--- src/rtl/instr_fetch_buffer_if.sv ---
// Fetch buffer bus interface: instruction-memory read port, redirect input
// and the decode-side valid/ready stream. The master side is the fetch buffer.
interface instr_fetch_buffer_if;
    logic [31:0] imem_addr;
    logic [31:0] imem_rdata;
    logic        pc_redirect;
    logic [31:0] pc_target;
    logic        dec_ready;
    logic        dec_valid;
    logic [31:0] dec_instr;
    logic [31:0] dec_pc;
    logic [31:0] dec_pcplus4;

    modport master (
        output imem_addr,
        input  imem_rdata,
        input  pc_redirect,
        input  pc_target,
        input  dec_ready,
        output dec_valid,
        output dec_instr,
        output dec_pc,
        output dec_pcplus4
    );

    modport slave (
        input  imem_addr,
        output imem_rdata,
        output pc_redirect,
        output pc_target,
        output dec_ready,
        input  dec_valid,
        input  dec_instr,
        input  dec_pc,
        input  dec_pcplus4
    );
endinterface

--- src/rtl/instr_fetch_buffer.sv ---
// Instruction fetch buffer: PC register driving a combinational-read
// instruction memory, feeding a 2-entry {instr, pc} FIFO towards decode.
// Decode outputs come only from registered FIFO entries (one-cycle latency).
// Optional feature: define FETCH_STALLCNT_EN to add the stall_cnt output,
// a free-running count of cycles where decode holds off a valid entry.
module instr_fetch_buffer #(
    parameter logic [31:0] RESET_PC = 32'h0000_0000
) (
    input  logic                   clk,
    input  logic                   rst,
    instr_fetch_buffer_if.master   bus
`ifdef FETCH_STALLCNT_EN
    ,
    output logic [31:0]            stall_cnt
`endif
);

    logic [31:0] pc;
    logic [1:0]  count;
    logic        head;
    logic        tail;
    logic [31:0] instr_mem [2];
    logic [31:0] pc_mem    [2];
    logic        pop;
    logic        push;

    assign bus.dec_valid   = (count != 2'd0);
    assign bus.dec_instr   = instr_mem[head];
    assign bus.dec_pc      = pc_mem[head];
    assign bus.dec_pcplus4 = pc_mem[head] + 32'd4;
    assign bus.imem_addr   = pc;

    // A redirect cancels both the pop and the push of the current edge
    assign pop  = bus.dec_valid & bus.dec_ready;
    assign push = !bus.pc_redirect && ((count < 2'd2) || pop);

    // Fetch PC: jumps to the word-aligned target on redirect, else advances per push
    always_ff @(posedge clk or posedge rst) begin
        if (rst) begin
            pc <= RESET_PC;
        end else if (bus.pc_redirect) begin
            pc <= {bus.pc_target[31:2], 2'b00};
        end else if (push) begin
            pc <= pc + 32'd4;
        end
    end

    // Occupancy and head/tail pointers; a redirect flushes the whole FIFO
    always_ff @(posedge clk or posedge rst) begin
        if (rst) begin
            count <= 2'd0;
            head  <= 1'b0;
            tail  <= 1'b0;
        end else if (bus.pc_redirect) begin
            count <= 2'd0;
            head  <= 1'b0;
            tail  <= 1'b0;
        end else begin
            if (push && !pop) begin
                count <= count + 2'd1;
            end else if (pop && !push) begin
                count <= count - 2'd1;
            end
            if (pop) begin
                head <= ~head;
            end
            if (push) begin
                tail <= ~tail;
            end
        end
    end

    // FIFO payload storage: the fetched word and its PC are written at the tail
    always_ff @(posedge clk or posedge rst) begin
        if (rst) begin
            instr_mem[0] <= 32'd0;
            instr_mem[1] <= 32'd0;
            pc_mem[0]    <= 32'd0;
            pc_mem[1]    <= 32'd0;
        end else if (push) begin
            instr_mem[tail] <= bus.imem_rdata;
            pc_mem[tail]    <= pc;
        end
    end

`ifdef FETCH_STALLCNT_EN
    // Counts edges where a valid head entry is refused by decode
    always_ff @(posedge clk or posedge rst) begin
        if (rst) begin
            stall_cnt <= 32'd0;
        end else if (bus.dec_valid && !bus.dec_ready) begin
            stall_cnt <= stall_cnt + 32'd1;
        end
    end
`endif

endmodule

--- src/flat_wrapper.sv ---
// flat-port wrapper written by rule: the top's interface ports become plain ports
module instr_fetch_buffer_flat 
#(
    parameter logic [31:0] RESET_PC = 32'h0000_0000
)
  (clk, rst, bus_imem_addr, bus_imem_rdata, bus_pc_redirect, bus_pc_target, bus_dec_ready, bus_dec_valid, bus_dec_instr, bus_dec_pc, bus_dec_pcplus4);
  instr_fetch_buffer_if bus_i ();
  input  logic clk;
  input  logic rst;
  output wire logic [$bits(bus_i.imem_addr)-1:0] bus_imem_addr;
  input wire logic [$bits(bus_i.imem_rdata)-1:0] bus_imem_rdata;
  input wire logic [$bits(bus_i.pc_redirect)-1:0] bus_pc_redirect;
  input wire logic [$bits(bus_i.pc_target)-1:0] bus_pc_target;
  input wire logic [$bits(bus_i.dec_ready)-1:0] bus_dec_ready;
  output wire logic [$bits(bus_i.dec_valid)-1:0] bus_dec_valid;
  output wire logic [$bits(bus_i.dec_instr)-1:0] bus_dec_instr;
  output wire logic [$bits(bus_i.dec_pc)-1:0] bus_dec_pc;
  output wire logic [$bits(bus_i.dec_pcplus4)-1:0] bus_dec_pcplus4;
  assign bus_imem_addr = bus_i.imem_addr;
  assign bus_i.imem_rdata = bus_imem_rdata;
  assign bus_i.pc_redirect = bus_pc_redirect;
  assign bus_i.pc_target = bus_pc_target;
  assign bus_i.dec_ready = bus_dec_ready;
  assign bus_dec_valid = bus_i.dec_valid;
  assign bus_dec_instr = bus_i.dec_instr;
  assign bus_dec_pc = bus_i.dec_pc;
  assign bus_dec_pcplus4 = bus_i.dec_pcplus4;
  instr_fetch_buffer #(.RESET_PC(RESET_PC)) u_core (.clk(clk), .rst(rst), .bus(bus_i));
endmodule
--- config.mk ---
export PLATFORM = sky130hd
export DESIGN_NAME = instr_fetch_buffer_flat
export DESIGN_NICKNAME = d
export VERILOG_FILES = /design/src/rtl/instr_fetch_buffer_if.sv /design/src/rtl/instr_fetch_buffer.sv /design/src/flat_wrapper.sv
export SDC_FILE = /design/constraint.sdc
export NUM_CORES = 1
export LEC_CHECK = 0
export CORE_ASPECT_RATIO = 1.2
export CORE_UTILIZATION = 54
export CTS_CLUSTER_DIAMETER = 100
export DETAILED_ROUTE_END_ITERATION = 10
export GPL_TIMING_DRIVEN = 0
export PLACE_DENSITY = 0.91
export SYNTH_ARGS = -nofsm -noshare
export SYNTH_HDL_FRONTEND = slang
export SYNTH_SLANG_ARGS = --single-unit
--- constraint.sdc ---
create_clock -name clk -period 16.3 [get_ports clk]
set_input_delay 3.26 -clock clk [delete_from_list [all_inputs] [get_ports clk]]
set_output_delay 3.26 -clock clk [all_outputs]
set_load 0.02 [all_outputs]
# Word-level counts from Yosys, hierarchy flattened
# Index checks and enable logic that the tools add are counted.
classes:
  bitwise_logic: 5
  reduce_logical: 12
  add_sub_neg: 4
  n_mul: 0
  n_div: 0
  muxes: 19
  n_shift: 0
  n_lt_le_gt_ge: 4
  eq_ne: 0
op_table:
  columns: ["cell", "n"]
  rows:
  - ["$mux 32", 9]
  - ["$bwmux 64", 2]
  - ["$add 32x3->32 const B", 2]
  - ["$demux 32 s1", 1]
  - ["$mux 2", 3]
  - ["$reduce_bool 2->1", 3]
  - ["$ge 2x2->1 const B", 2]
  - ["$logic_and 1x1->1", 4]
  - ["$mux 1", 4]
  - ["$not 1->2", 2]
  - ["$logic_not 1->1", 3]
  - ["$reduce_bool 3->1", 1]
  - ["$add 2x1->2 const B", 1]
  - ["$lt 2x1->1 const B", 1]
  - ["$lt 2x2->1 const B", 1]
  - ["$not 1->1", 2]
  - ["$sub 2x1->2 const B", 1]
  - ["$and 1x1->1", 1]
  - ["$logic_or 1x1->1", 1]
totals:
  output_inout_bits: 129
  ram_bits: 0
  inputBits: 68
  n_memories: 0
  romBits: 0
  latch_bits: 0
  register_bits: 164
  wordCells: 52

# Depth between registers and ports, before layout
# Gate-level depths: netlist (run 1).
logic_depth:
  depth_word: 9
  ltp_mapped: 13
  ltp_nobuf: 8

# Worst setup path before layout (run 1)
# Ideal clock, no wire load.
synth_timing:
  path_type: "reg-to-output"
  startpoint: "register u_core.head"
  endpoint: "output bus_dec_pcplus4[28]"
  stages_incl_launch_ff: 14
  t_arrival_ns: 3.134
  required_time_ns: 13.040
  slack_ns: 9.906
  path_buffers: 5
  cell_sequence: "dfrtp_1 > buf_6 > clkbuf_8 > buf_4 > clkbuf_1 > buf_2 > mux2i_1 > inv_1 > ha_1 > inv_1 > a211oi_2 > nand2_1 > nor3_2 > xor2_1"
synth_between:
  elab_chain_cells: 5
synth_rtl:
  columns: ["item", "line", "rtl"]
  rows:
  - ["start: declaration", "instr_fetch_buffer.sv:20", "logic head;"]
  - ["start signal: assignment", "instr_fetch_buffer.sv:65", "head <= ~head;"]
  - ["$not 1->2", null, null]
  - ["$mux 32 (3 in series)", null, null]
  - ["net bus_dec_pc[2]", "flat_wrapper.sv:17", "output wire logic [$bits(bus_i.dec_pc)-1:0] bus_dec_pc;"]
  - ["$add 32x3->32", "instr_fetch_buffer.sv:30", "assign bus.dec_pcplus4 = pc_mem[head] + 32'd4;"]
  - ["end: declaration", "flat_wrapper.sv:18", "output wire logic [$bits(bus_i.dec_pcplus4)-1:0] bus_dec_pcplus4;"]
# The timed path passes the listed nets, and every way through them passes these cells. The select of a mux whose other input is x is not followed.

# Final worst setup path (run 1)
layout_timing:
  startpoint: "register u_core.head"
  endpoint: "output bus_dec_pcplus4[28]"
layout_between:
  elab_chain_cells: 5
layout_rtl:
  columns: ["item", "line"]
  rows:
  - ["$not 1->2 (not written as such)", "instr_fetch_buffer.sv:30"]
  - ["$mux 32 (not written as such) (3 in series)", "instr_fetch_buffer.sv:30"]
  - ["$add 32x3->32", "instr_fetch_buffer.sv:30"]
# Every way passes these cells. The select of a mux whose other input is x is not followed.

==> impl_metrics.toml, run 1 <==
[synthesis]
synth_area_mm2 = 0.00801
synth-seq-cells = 158
synth_flop_cell = "dfrtp_1"
yosysWarnings = 0
yosysSeqAreaShare_pct = 49.4
synth-edff-count = 0
synth_cells = 661
syn_avg_cell_area_um2 = 12.1
synth_cell_types = 54
synthArstFlopShare_pct = 100

[setup_path]
arrival_ns = 4.91
required_ns = 13.04
worstSetupStartpoint = "u_core.head"
cp-start-kind = "flop"
path_class = "reg -> out"
path_max_fanout = 10
r2r_start = "u_core.bus.imem_addr[2]"
cp-end-kind = "output port"

[sta]
finalCritPeriodShare_pct = 50.1
slew_viol_final = 0
relSlewSlack_pct = 39.6
hold_viol = 0
skew_ns = 0.00647
post-route-min-period_ns = 8.17
fmax_mhz = 122
worst_pin_slew_ns = 0.899
finalSetupViolCount = 0
rsz0062_at_grt = "false"
setup_tns_ns = 0
fin_hold_ws_ns = 0.502

[clock_tree]
clock-sinks = 158
htree_levels = 4
tritoncts = "yes"
ctsHoldBuffers = 0
cts_buffers = 17
cts_root_buffer = "clkbuf_16"
insertion_delay_ns = 0.43
ctsResizeCount = 0
clk_path_buf_depth = 2
clkTransAtPathRegs_ns = 0.06
post_cts_buffers = 0

[placed_design]
dp.cells = 1029
hpwl_um = 14800
portBuffers = 187
gp_congestion = 0.871

[power]
p_int_mw = 1.03
power_density_mw_per_mm2 = 140
pwr-share-seq_pct = 36.1
total_power_mw = 1.52
p_leak_nw = 4.49
swShare_pct = 31.8
power.share.clock_pct = 29.3
peakVddDrop_uv = 94.2
p_sw_mw = 0.482
p_comb_share_pct = 34.6

[final_layout]
antenna_cells = 0
instances_no_fill = 1061
layout.nets = 943
final_common_cell = "clkdlybuf4s50_1"
regArea_mm2 = 0.00395
layout-drive-gt1-share_pct = 28.6
area_delta_synth_final_pct = 35.1
layout_common_cells = "clkdlybuf4s50_1, mux2_2, dfrtp_1"
finish.utilization_pct = 75.0
multi_input_area_mm2 = 0.00379
fillers = 909

[routing]
drc = 0
first_pass_iters = 5
drt-initial-drc-count = 275
vias = 6046
ant_nets = 0
wirelength_um = 20800
wire_per_inst_um = 19.6
vias_per_cell = 5.70

[global_route]
grt_max_degree = 86
grt_pass1_vias = 6342
grt_pass1_wl_um = 33100
grt_antenna_before_repair = 0
grt_usage_pct = 28.6
gr-total-overflow = 0

[floorplan]
coreArea_mm2 = 0.0144
start_util_pct = 55.5
ios = 197
die_w_um = 113
rows = 48
die-area_mm2 = 0.0153
die_h_um = 135

[outcome]
status = "completed"

[worst_hold_path]
holdCritStartpoint = "u_core.instr_mem[15]"
hold_path.class = "reg -> reg"

[run]
max_cap_violations = 0
worst paths after layout:
path,cells past startpoint,slack (ns),to
setup / recovery,14,8.13,bus_dec_pcplus4[28]
hold / removal,1,0.50,u_core.instr_mem[15]
setup reg to reg,6,14.00,u_core.bus.imem_addr[28]
hold reg to reg,1,0.50,u_core.instr_mem[15]
max in group asynchronous,3,12.12,u_core.pc_mem[53]
min in group asynchronous,2,3.34,u_core.instr_mem[48]
power by group through the flow:
stage               registers, mW  logic [mW]  clock network, mW
global route                0.559       0.556              0.464
detailed placement          0.551       0.524                  0
floorplan                   0.539       0.309                  0
finish                      0.548       0.524              0.444
CTS                         0.546       0.529              0.449
global placement            0.545       0.513                  0
per-layer routing:
layer	GRT usage (%)	part of all wire, %	routed length (µm)
met1	31.9	38	7810
met2	50.0	52	10800
met4	12.4	2.8	578
met3	9.26	7.8	1620
met5	0	0	0
area by class of cell:
type                       count  area share [%]
sequential                   158            36.6
multi-input combinational    454            35.1
timing repair buffer         188            17.6
clock buffer                  19            4.19
buffer                        38            2.04
tap                          175            2.02
clock inverter                13            1.97
inverter                      16           0.602
cell families after synthesis:
kind of cell               synth area share, %
muxes                                     26.0
DFF                                       49.4
and+or+nand+nor                           10.8
xor gates and xnor gates                  6.34
buffers and inverters                     3.50
AOI/OAI and AO/OA                         3.61
adders and majority gates                0.312
other                                   0.0468
registers in the layout, summed over array words and instances, names as in the netlist:
signal / cells
u_core.tail: 1
u_core.head: 1
u_core.pc_mem: 60
u_core.count: 2
u_core.bus.imem_addr: 30
u_core.instr_mem: 64
cell usage after synthesis, drive strengths merged, types with 3 or more instances:
library cell | number | area (µm²)
a21oi | 3 | 18.8
buf | 27 | 169
clkbuf | 11 | 51.3
dfrtp | 158 | 3950
inv | 16 | 60.1
mux2 | 175 | 1970
mux2i | 11 | 110
nand2 | 64 | 240
nand2b | 3 | 18.8
nand3 | 16 | 85.1
nand4 | 20 | 146
nand4b | 5 | 43.8
nor2 | 16 | 60.1
nor3 | 13 | 75.1
nor4 | 5 | 73.8
o21ai | 30 | 150
xnor2 | 28 | 245
xor2 | 30 | 263
stage by stage:
| stage | cell area [µm²] | setup WS, ns |
|---|---|---|
| after global placement | 10100 | 6.73 |
| final | 10800 | 8.13 |
| after CTS | 10800 | 8.09 |
| after global routing | 10800 | 7.83 |
| after detailed placement | 10100 | 8.56 |
| after floorplan | 8030 | 8.78 |
worst max-delay path, cell delays in order (launching register included):
cell             delay [ns]
dfrtp_1                0.34
buf_6                  0.13
clkbuf_8               0.18
buf_4                  0.24
clkbuf_1               0.53
buf_2                  0.40
mux2i_1                0.14
inv_1                  0.09
ha_1                   0.20
inv_1                  0.07
a211oi_2               0.68
nand2_1                0.37
nor3_2                 0.29
xor2_1                 0.17
clkdlybuf4s50_1        0.62
No activity file was read; power rests on OpenSTA's default activity.
==> run 2: changes to the inputs <==
--- a/config.mk
+++ b/config.mk
@@ -6,11 +6,11 @@
 export NUM_CORES = 1
 export LEC_CHECK = 0
 export CORE_ASPECT_RATIO = 1.2
-export CORE_UTILIZATION = 54
+export CORE_UTILIZATION = 45
 export CTS_CLUSTER_DIAMETER = 100
 export DETAILED_ROUTE_END_ITERATION = 10
 export GPL_TIMING_DRIVEN = 0
-export PLACE_DENSITY = 0.91
+export PLACE_DENSITY = 0.82
 export SYNTH_ARGS = -nofsm -noshare
 export SYNTH_HDL_FRONTEND = slang
 export SYNTH_SLANG_ARGS = --single-unit
==> constraint.sdc (replaced) <==
create_clock -name clk -period 6.7 [get_ports clk]
set_input_delay 1.34 -clock clk [delete_from_list [all_inputs] [get_ports clk]]
set_output_delay 1.34 -clock clk [all_outputs]
set_load 0.02 [all_outputs]
==> run 2 against run 1 <==
Via count shrank 1.8%. First-iteration DRC count increased by 1.8%. Utilization down 13 points. Sequential cell count unchanged. Wire length is 1.7% lower. Combinational power is 140% higher. Hold slack is essentially flat. Die area up 20%. Critical path depth is the same. Clock-buffer cell count shrank 1. Sequential share of layout area is 0.15 points lower. Critical path type unchanged. Largest cell class unchanged.
==> impl_metrics.toml, run 2 (synthesized netlist as in run 1, its figures left out) <==
[setup_path]
path_max_fanout = 10
path_class = "reg -> out"
critPathSlowestCell = "a211oi_2"
arrival_ns = 5.00
cp-end-kind = "output port"
ff2ff_path_depth = 6
cpPeakStageDelay_ns = 0.73
crit_top_cell = "inv_1"
required_ns = 5.36
path_cells = "buf_6 > clkbuf_8 > buf_4 > clkbuf_1 > buf_2 > mux2i_1 > inv_1 > ha_1 > inv_1 > a211oi_2 > nand2_1 > nor3_1 > xnor2_1 > clkdlybuf4s50_1"
cp-start-kind = "flop"

[clock_tree]
ctsResizeCount = 0
clkTransAtPathRegs_ns = 0.06
insertion_delay_ns = 0.42
ctsHoldBuffers = 0
clk_path_buf_depth = 2
post_cts_buffers = 0
cts_root_buffer = "clkbuf_16"
clock-sinks = 158
tritoncts = "yes"
cts_buffers = 17
htree_levels = 4

[floorplan]
die-area_mm2 = 0.0183
rows = 53
ios = 197
die_w_um = 124
start_util_pct = 45.9
die_h_um = 148
coreArea_mm2 = 0.0174

[run]
max_cap_violations = 0

[final_layout]
layout.nets = 943
fillers = 1427
layout_common_cells = "clkdlybuf4s50_1, mux2_2, dfrtp_1"
layout-drive-gt1-share_pct = 28.6
finish.utilization_pct = 62.3
area_delta_synth_final_pct = 35.6
top_register = "u_core.instr_mem"
largest_reg_flops = 64
final_common_cell = "clkdlybuf4s50_1"

[sta]
worst_pin_slew_ns = 0.868
rsz0062_at_grt = "false"
hold_viol = 0
finalSetupViolCount = 0
post-route-min-period_ns = 6.34
relSlewSlack_pct = 42.1
setup_tns_ns = 0
finalCritPeriodShare_pct = 94.7
skew_ns = 0.00896
slew_viol_final = 0
fmax_mhz = 158

[outcome]
status = "completed"

[placed_design]
hpwl_um = 14900
portBuffers = 187
gp_congestion = 0.875

[routing]
vias = 5939
ant_nets = 0
first_pass_iters = 4
wirelength_um = 20500
drc = 0
vias_per_cell = 5.36
wire_per_inst_um = 18.5
drt-initial-drc-count = 280

[global_route]
grt_usage_pct = 23.8
grt_pass1_wl_um = 32700
grt_pass1_vias = 6262
gr-total-overflow = 0
grt_antenna_before_repair = 0
grt_max_degree = 101

[power]
power_density_mw_per_mm2 = 337
peakVddDrop_uv = 191
p_leak_nw = 4.49

[worst_hold_path]
hold_path_depth = 1
hold_path.class = "reg -> reg"
-- run 2: changes by cell type in the layout (fill, tap and decap cells not counted), sizes merged --
cell / previous run / this run
inv: 16 / 18
diode: 0 / 1
clkbuf: 30 / 29
clkinvlp: 3 / 2
-- run 2: final timing paths --
check,startpoint,to,slack (ns)
hold reg to reg,u_core.instr_mem[0],u_core.instr_mem[0],0.50
hold / removal,u_core.instr_mem[0],u_core.instr_mem[0],0.50
min in group asynchronous,rst,u_core.instr_mem[45],1.36
setup / recovery,u_core.head,bus_dec_pcplus4[30],0.36
setup reg to reg,u_core.bus.imem_addr[2],u_core.bus.imem_addr[28],4.47
max in group asynchronous,rst,u_core.bus.imem_addr[25],4.46
-- run 2: layout make-up --
cell class | count | area (µm²) | area share (%)
Antenna cell | 1 | 2.50 | 0.0230
Buffer | 38 | 220 | 2.03
Clock buffer | 18 | 439 | 4.04
Clock inverter | 14 | 211 | 1.95
Inverter | 16 | 65.1 | 0.599
Multi-Input combinational cell | 454 | 3790 | 34.9
Sequential cell | 158 | 3950 | 36.4
Tap cell | 220 | 275 | 2.54
Timing Repair Buffer | 188 | 1900 | 17.5
-- run 2: metrics by stage --
| stage | area, µm² | std cells | power (mW) | hold slack, ns | worst slack (ns) |
|---|---|---|---|---|---|
| 6_report | 10900 | 1107 | 3.66 | 0.502 | 0.358 |
| 4_1_cts | 10900 | 1106 | 3.69 | 0.502 | 0.263 |
| 3_3_place_gp | 10200 | 1073 | 2.58 | 0.481 | -1.03 |
| 5_1_grt | 10900 | 1106 | 3.83 | 0.518 | 0.100 |
| 2_1_floorplan | 8030 | 666 | 2.06 | 0.472 | 1.10 |
| 3_5_place_dp | 10200 | 1074 | 2.62 | 0.488 | 0.762 |
-- run 2: where the power goes --
group | leakage, nW | switching (mW) | internal, mW
combinational | 2.28 | 0.602 | 0.668
clock | 0.316 | 0.392 | 0.671
sequential | 1.89 | 0.160 | 1.17
-- run 2: per-layer routing --
metal  wire length [µm]  track usage (%)  vias up
met5                  0                0        -
met4                434             10.2        0
met3               1520             6.86       26
met2              10700             40.7      192
met1               7810             27.4     2968
li1                   -                -     2753
-- run 2: critical path, delay by kind of cell, from the launching register on --
| kind | cells | cell delay (ns) |
|---|---|---|
| muxes | 1 | 0.16 |
| AOI/OAI and AO/OA | 1 | 0.73 |
| and+or+nand+nor | 2 | 0.67 |
| DFF | 1 | 0.35 |
| adders and majority gates | 1 | 0.20 |
| buffers and inverters | 8 | 2.29 |
| xor gates and xnor gates | 1 | 0.16 |
==> run 3: changes to the inputs <==
--- a/config.mk
+++ b/config.mk
@@ -6,6 +6,7 @@
 export NUM_CORES = 1
 export LEC_CHECK = 0
 export CORE_ASPECT_RATIO = 1.2
+export CORE_MARGIN = 2
 export CORE_UTILIZATION = 45
 export CTS_CLUSTER_DIAMETER = 100
 export DETAILED_ROUTE_END_ITERATION = 10
==> run 3 against run 2 <==
Critical path depth unchanged. Wire length is 1.1% higher. Clock-buffer cell count rose by 10. Register-to-register slack got worse by 0.09 ns. Critical endpoint unchanged. Highest routed layer is now met5.
==> impl_metrics.toml, run 3 (synthesized netlist as in run 1, its figures left out) <==
[setup_path]
critPathBufInv = 8
path_cells = "buf_6 > clkbuf_8 > buf_4 > clkbuf_1 > buf_2 > mux2i_1 > inv_1 > ha_1 > inv_1 > a211oi_2 > nand2_1 > nor3_1 > xnor2_1 > clkdlybuf4s50_1"
critPathSlowestCell = "a211oi_2"
r2r_start = "u_core.bus.imem_addr[2]"
path_max_fanout = 10
cp-end-kind = "output port"
critPathTopFamily = "buffers and inverters"
reg2reg_slack_ns = 4.38
cp-start-kind = "flop"
required_ns = 5.36
cpPeakStageDelay_ns = 0.65
r2r_end = "u_core.bus.imem_addr[28]"
arrival_ns = 4.90
worst-path-stages = 14
crit_top_cell = "inv_1"
path_class = "reg -> out"
ff2ff_path_depth = 6

[floorplan]
die_w_um = 126
die_h_um = 150
rows = 53
ios = 197
coreArea_mm2 = 0.0175
start_util_pct = 45.7
die-area_mm2 = 0.0189

[sta]
slew_viol_final = 0
setup_tns_ns = 0
post-route-min-period_ns = 6.24
hold_viol = 0
relSlewSlack_pct = 32.5
skew_ns = 0.00785
finalCritPeriodShare_pct = 93.1
fin_hold_ws_ns = 0.500
finalSetupViolCount = 0
worst_pin_slew_ns = 1.00
final.setup.worst_slack_ns = 0.464
rsz0062_at_grt = "false"
fmax_mhz = 160

[clock_tree]
cts_root_buffer = "clkbuf_16"
clock-sinks = 158
clk_path_buf_depth = 2
tritoncts = "yes"
cts_buffers = 17
ctsHoldBuffers = 0
ctsResizeCount = 0
insertion_delay_ns = 0.42
post_cts_buffers = 0
clkTransAtPathRegs_ns = 0.06
htree_levels = 4

[global_route]
grt_pass1_wl_um = 32800
grt_antenna_before_repair = 2
grt_pass1_vias = 6130
grt_usage_pct = 22.4
gr-total-overflow = 0
grt_max_degree = 134

[power]
p_leak_nw = 4.47
total_power_mw = 3.54
peakVddDrop_uv = 174
power_density_mw_per_mm2 = 328

[final_layout]
largest_reg_flops = 64
top_register = "u_core.instr_mem"
final_common_cell = "clkdlybuf4s50_1"
final_cell_area_mm2 = 0.0108
antenna_cells = 0
layout_common_cells = "clkdlybuf4s50_1, mux2_2, dfrtp_1"
instances_no_fill = 1106
layout.nets = 943
area_delta_synth_final_pct = 34.8
layout-drive-gt1-share_pct = 28.1
finish.utilization_pct = 61.6

[outcome]
status = "completed"

[placed_design]
place_ws_ns = 0.796
dp.cells = 1074
hpwl_um = 14900
gp_congestion = 0.851
placed_cell_area_mm2 = 0.0102
portBuffers = 187

[worst_hold_path]
whs_endpoint = "u_core.instr_mem[4]"
hold_path_depth = 1
holdCritStartpoint = "u_core.instr_mem[4]"
hold_path.class = "reg -> reg"

[routing]
first_pass_iters = 5
drc = 0
drt-initial-drc-count = 346
wire_per_inst_um = 18.7
vias = 6032
ant_nets = 0
wirelength_um = 20700
vias_per_cell = 5.45

[run]
max_cap_violations = 0
run 3: cell count changes in the layout (fill, tap and decap cells not counted):
cell / previous run / this run
clkinvlp_4: 2 / 0
clkbuf_1: 10 / 14
inv_8: 0 / 1
inv_6: 3 / 0
clkbuf_8: 2 / 8
bufinv_16: 5 / 1
clkinv_2: 4 / 2
diode_2: 1 / 0
run 3: metal layers:
| metal | vias to the layer above | global-route usage (%) | part of all wire [%] |
|---|---|---|---|
| met1 | 3021 | 26.2 | 39 |
| met5 | - | 0 | 0.058 |
| li1 | 2735 | - | - |
| met4 | 2 | 7.47 | 2.3 |
| met2 | 240 | 38.8 | 51 |
| met3 | 34 | 7.57 | 8.1 |
run 3: how the worst max path moves through the flow:
stage,from,to,slack (ns)
global placement,rst,u_core.pc_mem[39],-1.04
detailed placement,u_core.head,bus_dec_pcplus4[30],0.80
global route,u_core.head,bus_dec_pcplus4[30],0.10
finish,u_core.head,bus_dec_pcplus4[30],0.46
floorplan,rst,u_core.bus.imem_addr[10],1.10
CTS,u_core.head,bus_dec_pcplus4[30],0.33
run 3: area by class of cell:
type / count / area, µm²
clock buffers: 28 / 537
flip-flops and latches: 158 / 3950
clock inverters: 4 / 48.8
multi-input cells: 454 / 3790
inverters: 16 / 67.6
well taps: 220 / 275
plain buffers: 38 / 220
fillers: 1418 / 6710
repair buffers: 188 / 1900
run 3: power breakdown:
group / internal [mW] / switching [mW]
sequential: 1.17 / 0.160
combinational: 0.667 / 0.601
clock: 0.581 / 0.365
total: 2.42 / 1.13
